### config.mk
export PLATFORM = sky130hd
export DESIGN_NAME = l2_arbiter
export DESIGN_NICKNAME = d
export VERILOG_FILES = /design/src/rtl/lc3b_types.sv /design/src/rtl/l2_arbiter.sv
export SDC_FILE = /design/constraint.sdc
export NUM_CORES = 1
export LEC_CHECK = 0
export ABC_CLOCK_PERIOD_IN_PS = 1900
export BUFFER_PORTS_ARGS = -buffer_cell sky130_fd_sc_hd__buf_2
export CAP_MARGIN = 20
export CELL_PAD_IN_SITES_DETAIL_PLACEMENT = 0
export CELL_PAD_IN_SITES_GLOBAL_PLACEMENT = 2
export CORE_AREA = 2 2 273 275
export CTS_CLUSTER_SIZE = 20
export DETAILED_ROUTE_END_ITERATION = 16
export DIE_AREA = 0 0 275 277
export GPL_TIMING_DRIVEN = 0
export MAX_ROUTING_LAYER = met4
export PLACE_DENSITY_LB_ADDON = 0.1
export SLEW_MARGIN = 25
export SYNTH_ARGS = -nofsm -noshare
export SYNTH_HDL_FRONTEND = slang
export SYNTH_SLANG_ARGS = --single-unit
export TNS_END_PERCENT = 1
### constraint.sdc
create_clock -name clk -period 1.9 [get_ports clk]
set_clock_uncertainty 0.1 [all_clocks]
set_input_delay 0.19 -clock clk [delete_from_list [all_inputs] [get_ports clk]]
set_output_delay 0.19 -clock clk [all_outputs]
set_load 0.05 [all_outputs]
### src/rtl/lc3b_types.sv
// Shared LC-3b memory-system types: word and cacheline widths plus the
// state encoding of the L1-to-L2 arbiter.
package lc3b_types;

    typedef logic [15:0]  lc3b_word;
    typedef logic [127:0] lc3b_cacheline;

    typedef enum logic [1:0] {
        IDLE    = 2'd0,
        SERVE_I = 2'd1,
        SERVE_D = 2'd2
    } lc3b_arb_state;

    localparam logic GRANT_I = 1'b0;
    localparam logic GRANT_D = 1'b1;

endpackage

### src/rtl/l2_arbiter.sv
// Two-client arbiter between the I-cache and D-cache and the shared L2.
// One transaction in flight at a time, with an idle guard cycle after every response.
module l2_arbiter
    import lc3b_types::*;
#(
    parameter int FIXED_PRIO = 0
) (
    input  logic          clk,
    input  logic          rst_n,

    input  logic          i_read,
    input  lc3b_word      i_address,
    output logic          i_resp,
    output lc3b_cacheline i_rdata,

    input  logic          d_read,
    input  logic          d_write,
    input  lc3b_word      d_address,
    input  lc3b_cacheline d_wdata,
    output logic          d_resp,
    output lc3b_cacheline d_rdata,

    output logic          mem_read,
    output logic          mem_write,
    output lc3b_word      mem_address,
    output lc3b_cacheline mem_wdata,
    input  logic          mem_resp,
    input  lc3b_cacheline mem_rdata,

    output lc3b_arb_state state_dbg_o
);

    // Handshake: a client raises read/write and holds it with a stable
    // address until its resp strobe; resp is a one-cycle pulse that mirrors
    // mem_resp, and a request still high the cycle after resp is a new one.

    lc3b_arb_state state_q, state_d;
    logic          last_grant_q, last_grant_d;
    lc3b_word      addr_q, addr_d;
    lc3b_cacheline wdata_q, wdata_d;
    logic          rd_q, rd_d;
    logic          wr_q, wr_d;

    logic          d_req;
    logic          grant_i;
    logic          grant_d;

    assign d_req = d_read | d_write;

    always_comb begin
        grant_i = 1'b0;
        grant_d = 1'b0;
        if (i_read && d_req) begin
            if (FIXED_PRIO != 0) begin
                grant_d = 1'b1;
            end else if (last_grant_q == GRANT_D) begin
                grant_i = 1'b1;
            end else begin
                grant_d = 1'b1;
            end
        end else begin
            grant_i = i_read;
            grant_d = d_req;
        end
    end

    always_comb begin
        state_d      = state_q;
        last_grant_d = last_grant_q;
        addr_d       = addr_q;
        wdata_d      = wdata_q;
        rd_d         = rd_q;
        wr_d         = wr_q;
        i_resp       = 1'b0;
        d_resp       = 1'b0;

        case (state_q)
            IDLE: begin
                // mem_resp arriving here is spurious and deliberately ignored.
                if (grant_i) begin
                    state_d      = SERVE_I;
                    last_grant_d = GRANT_I;
                    addr_d       = i_address;
                    rd_d         = 1'b1;
                    wr_d         = 1'b0;
                end else if (grant_d) begin
                    state_d      = SERVE_D;
                    last_grant_d = GRANT_D;
                    addr_d       = d_address;
                    wdata_d      = d_wdata;
                    rd_d         = ~d_write;
                    wr_d         = d_write;
                end
            end
            SERVE_I: begin
                i_resp = mem_resp;
                if (mem_resp) begin
                    state_d = IDLE;
                    rd_d    = 1'b0;
                    wr_d    = 1'b0;
                end
            end
            SERVE_D: begin
                d_resp = mem_resp;
                if (mem_resp) begin
                    state_d = IDLE;
                    rd_d    = 1'b0;
                    wr_d    = 1'b0;
                end
            end
            default: begin
                state_d = IDLE;
                rd_d    = 1'b0;
                wr_d    = 1'b0;
            end
        endcase
    end

    always_ff @(posedge clk or negedge rst_n) begin
        if (!rst_n) begin
            state_q      <= IDLE;
            last_grant_q <= GRANT_D;
            addr_q       <= '0;
            wdata_q      <= '0;
            rd_q         <= 1'b0;
            wr_q         <= 1'b0;
        end else begin
            state_q      <= state_d;
            last_grant_q <= last_grant_d;
            addr_q       <= addr_d;
            wdata_q      <= wdata_d;
            rd_q         <= rd_d;
            wr_q         <= wr_d;
        end
    end

    assign mem_read    = rd_q;
    assign mem_write   = wr_q;
    assign mem_address = addr_q;
    assign mem_wdata   = wdata_q;
    assign i_rdata     = mem_rdata;
    assign d_rdata     = mem_rdata;
    assign state_dbg_o = state_q;

endmodule

== After elaboration in Yosys (flattened, before gate mapping) ==
Index checks and enable logic that the tools add are counted.

* Reduce and logical (&&, ||, !) cells: 7
* Bitwise logic cells: 3
* Mux-type cells: 21
* Equality and inequality tests: 4

{| class="wikitable"
|+ Operator list
! operator !! count
|-
| 2-to-1 mux 16 bit || 2
|-
| 2-to-1 mux 1 bit || 13
|-
| 2-to-1 mux 2 bit || 3
|-
| one-hot mux 1 bit (2 select lines) || 2
|-
| one-hot mux 2 bit (2 select lines) || 1
|-
| AND reduction 2 bit || 2
|-
| inequality test 3 bit, second input constant || 1
|-
| AND reduction 3 bit || 1
|-
| == test 2 x 1 -> 1 bit, second input constant || 1
|-
| == test 2 bit, second input constant || 1
|-
| zero test 2 bit || 1
|-
| inequality test 2 x 1 -> 1 bit, second input constant || 1
|-
| NOT 1 bit || 2
|-
| nonzero test 2 bit || 1
|-
| OR reduction 2 bit || 1
|-
| logical AND 1 bit || 1
|-
| bitwise OR 1 bit || 1
|}

* Register bits: 149
* Output and inout bits: 406
* Word-level logic and storage cells: 41
* Input port bits: 294

== Depth between registers and ports, before layout ==
* Word-level depth: 6
* Depth in mapped cells: 6
* Depth with buffers taken out: 5

== Worst setup path after synthesis ==
Ideal clock, no wire load.

* Kind: reg2reg
* Start point: register state_q[0] (netlist: state_dbg_o[0])
* End point: register wdata_q[100] (netlist: mem_wdata[100])
* Path slack: -0.173 ns
* Arrival time: 1.848 ns
* Clock period less this slack: 2.073 ns
* Stages on the path, launching flop included: 7
* Data required time: 1.675 ns
* Buffers on the path: 2
* Setup time: 0.125 ns
* Cells stage by stage: dfrtp_1 > inv_1 > ha_1 > o211ai_4 > buf_12 > buf_12 > mux2_4

* Cells in the longest elaborated chain, start to end: 2

{| class="wikitable"
|+ RTL lines
! what !! line !! source
|-
| from (decl) || l2_arbiter.sv:37 || <nowiki>lc3b_arb_state state_q, state_d;</nowiki>
|-
| from (signal assigned) || l2_arbiter.sv:128 || <nowiki>state_q <= state_d;</nowiki>
|-
| zero test 2 bit || l2_arbiter.sv:77 || <nowiki>case (state_q)</nowiki>
|-
| AND reduction 3 bit (no line) || n/a ||
|-
| to (signal assigned) || l2_arbiter.sv:131 || <nowiki>wdata_q <= wdata_d;</nowiki>
|-
| to (decl) || l2_arbiter.sv:40 || <nowiki>lc3b_cacheline wdata_q, wdata_d;</nowiki>
|}

Every way passes these cells.
A chain may end at the register's enable or synchronous reset.

== Worst setup path after layout ==
* Start point: register last_grant_q
* End point: register wdata_q[32] (netlist: mem_wdata[32])

* Cells in the longest elaborated chain, start to end: 4
* Elaborated cells between the ends (all ways): 6
* Those cells by class: mux: 4; bitwise: 1; reduce/logical: 1

{| class="wikitable"
|+ RTL lines
! what !! line !! source
|-
| from (decl) || l2_arbiter.sv:38 || <nowiki>logic last_grant_q, last_grant_d;</nowiki>
|-
| from (signal assigned) || l2_arbiter.sv:129 || <nowiki>last_grant_q <= last_grant_d;</nowiki>
|-
| 2-to-1 mux 1 bit || l2_arbiter.sv:56 || <nowiki>end else if (last_grant_q == GRANT_D) begin</nowiki>
|-
| 2-to-1 mux 1 bit || l2_arbiter.sv:53 || <nowiki>if (i_read && d_req) begin</nowiki>
|-
| NOT 1 bit (no line) || n/a ||
|-
| AND reduction 3 bit (no line) (*) || n/a ||
|}

Mark *: on every way between the ends. The rest lies on a longest branch, timed or not.

==> impl_metrics.ini <==
[finish]
post-route-util_pct = 20.0
layout.cells.non_filler = 2384
drive_gt1_share_pct = 72.2
area_growth_pct = 76.8
final_area_um2 = 14700
fin_nets = 1697
nFillCells = 8235

[routing]
vias = 7064
drt_iter0_markers = 131
wl_per_cell_um = 14.6
vias_per_cell = 2.96
drc = 0
drt_wl_total_mm = 34.8
postRouteAntennaNets = 0
dr.pass1.iters = 4

[placement]
post-dp-hpwl_mm = 27.6
dpl_cell_area_um2 = 12500
buffer_ports.inserted = 569
gp_congestion = 0.667
place_ws_ns = 0.0109
dpl.cell_count = 2186

[pwr]
p_sw_share_pct = 51.1
p_comb_share_pct = 63.1
p_clk_share_pct = 14.3
power.switching_mw = 12.9
powerDensity_nw_per_um2 = 1720
seqPwrFrac_pct = 22.5
internal_power_mw = 12.4
leakagePower_nw = 7.62
finalPower_mw = 25.3
ir_worst_vdd_mv = 0.794

[setup_path]
cp_data_required_time_ns = 2.16
startpoint_type = flip-flop
cp-end-kind = flip-flop
cp_max_fo = 10
path_class = reg -> reg
cp.arrival_ns = 2.07

[yosys]
yosys.cell_count.top_type = buf_4
yosysSeqAreaShare_pct = 44.7
postSynthCellCount = 646
netlist_area_um2 = 8340
yosys_register_bits = 149
synth_top_cell_by_area = dfrtp_1
synth_ff_type = dfrtp_1
async_reset_ff_share_pct = 100
ys_top_cells_by_area = dfrtp_1 44%, buf_4 23%, mux2_4 20%
avgSynthCellArea_um2 = 12.9
synth_top_area_share_pct = 44.4
synth_common_cells = 259 x buf_4, 148 x dfrtp_1, 109 x mux2_4
ys_types = 29
synth_edf_count = 0
syn_nets = 943
ys_warn_count = 0

[floorplan]
start_util_pct = 11.3
num_rows = 100
ioPinCount = 700
dieWidth_um = 275
die_h_um = 277
dieArea_um2 = 76200
core_um2 = 73600

[clocking]
cts_tree = done
htree_levels = 4
cts_root_buf = clkbuf_16
path_clk_slew_ns = 0.07
cts_made_buffers = 17
clock_latency_ns = 0.47
clk_path_buf_depth = 2
clkSinkCount = 149

[global_routing]
antenna_found_initial = 2
grt_max_degree = 68
grt_first_pass_wirelength_mm = 49.2
grt_overflow = 0
track_usage_pct = 9.12
grt_pass1_vias = 7728

[job]
cap_viol_max_count = 0

[sta]
fmax_mhz = 552
tightest_slew_ns = 0.572
hold_viol = 0
setup_tns_ns = 0
period_minus_slack_ns = 1.81
finalCritPeriodShare_pct = 95.4
grt_setup_unrepaired = no
hold-worst-slack_ns = 0.0619
worst_slack_ns = 0.0871
setup_violations = 0
slew_violations = 0
slew_headroom_pct = 61.9

[min_path]
hold_path_class = in -> async

[status]
status = finished clean
-- layout by cell type (no fill, tap or decap), drive strengths merged --
master	netlist	final
a21o	1	1
a21oi	16	16
a22o	1	1
a31oi	16	16
a32o	2	2
and2	2	2
buf	277	849
bufinv	0	2
clkbuf	2	23
clkinv	0	5
dfrtp	148	148
dfstp	1	1
diode	0	2
dlygate4sd3	0	162
ha	3	3
inv	3	8
mux2	128	128
mux2i	1	1
nand2	4	4
nor2	17	17
nor2b	1	1
nor3	1	1
o211ai	1	1
o21ai	17	17
o21ba	1	1
o21bai	1	1
o31a	1	1
o31ai	1	1
-- sequential cells by signal, summed over array words and instances (netlist names) --
signal,flops
mem_read,1
mem_address,16
mem_wdata,128
last_grant_q,1
mem_write,1
state_dbg_o,2
-- metal layers --
metal  share of wire (%)  track usage, %
met1                  36            8.87
met2                  55            16.7
met3                 8.2            3.29
met4                 1.4            2.80
met5                   0               -
-- worst max-delay path: stages, from the launching register on --
cell       delay (ns)
dfstp_2          0.57
nand2_2          0.10
o211ai_4         0.19
clkbuf_16        0.26
buf_12           0.16
mux2_4           0.30
-- area by class of cell --
type	count	area, µm²	area share (%)
clock inverters	12	143	0.967
well taps	969	1210	8.22
diodes	2	5.00	0.0339
flip-flops and latches	149	3730	25.3
repair buffers	735	4580	31.1
plain buffers	279	2230	15.1
inverters	3	11.3	0.0764
clock buffers	20	447	3.03
multi-input cells	215	2390	16.2
-- worst paths after layout --
path	startpoint	end	slack, ns	cells past startpoint
setup / recovery	last_grant_q$_DFFE_PN1P_	mem_wdata[32]$_DFFE_PN0P_	0.09	5
setup reg to reg	last_grant_q$_DFFE_PN1P_	mem_wdata[32]$_DFFE_PN0P_	0.09	5
hold / removal	rst_n	mem_wdata[60]$_DFFE_PN0P_	0.06	2
min in group clk	i_read	mem_write$_DFFE_PN0P_	0.06	3
max in group asynchronous	rst_n	last_grant_q$_DFFE_PN1P_	0.91	3
hold reg to reg	last_grant_q$_DFFE_PN1P_	last_grant_q$_DFFE_PN1P_	0.40	2
-- cells by family (layout without fill, tap and decap cells) --
kind of cell               after synthesis  in the layout  share of synthesized area (%)
AOI/OAI and AO/OA                       58             58                           4.50
muxes                                  129            129                           22.3
other                                    0              2                              0
and+or+nand+nor                         25             25                           1.23
DFF                                    149            149                           44.7
buffers and inverters                  282           1049                           26.8
adders and majority gates                3              3                          0.450
-- power groups by stage --
stage | combinational [mW] | clock, mW | sequential (mW)
3_5_place_dp | 15.9 | 0 | 5.73
3_3_place_gp | 16.0 | 0 | 5.71
2_1_floorplan | 6.30 | 0 | 11.4
6_report | 16.0 | 3.63 | 5.70
5_1_grt | 16.8 | 3.99 | 5.95
4_1_cts | 16.2 | 3.90 | 5.72
-- what timing repair did --
item	in CTS	in global routing
hold buffers	162	0
setup endpoints to repair	13	11
pin swaps	0	1
setup buffers	0	1
cloned	0	1
resized for setup	3	6
hold endpoints to repair	293	0
No activity file was read; power rests on OpenSTA's default activity.
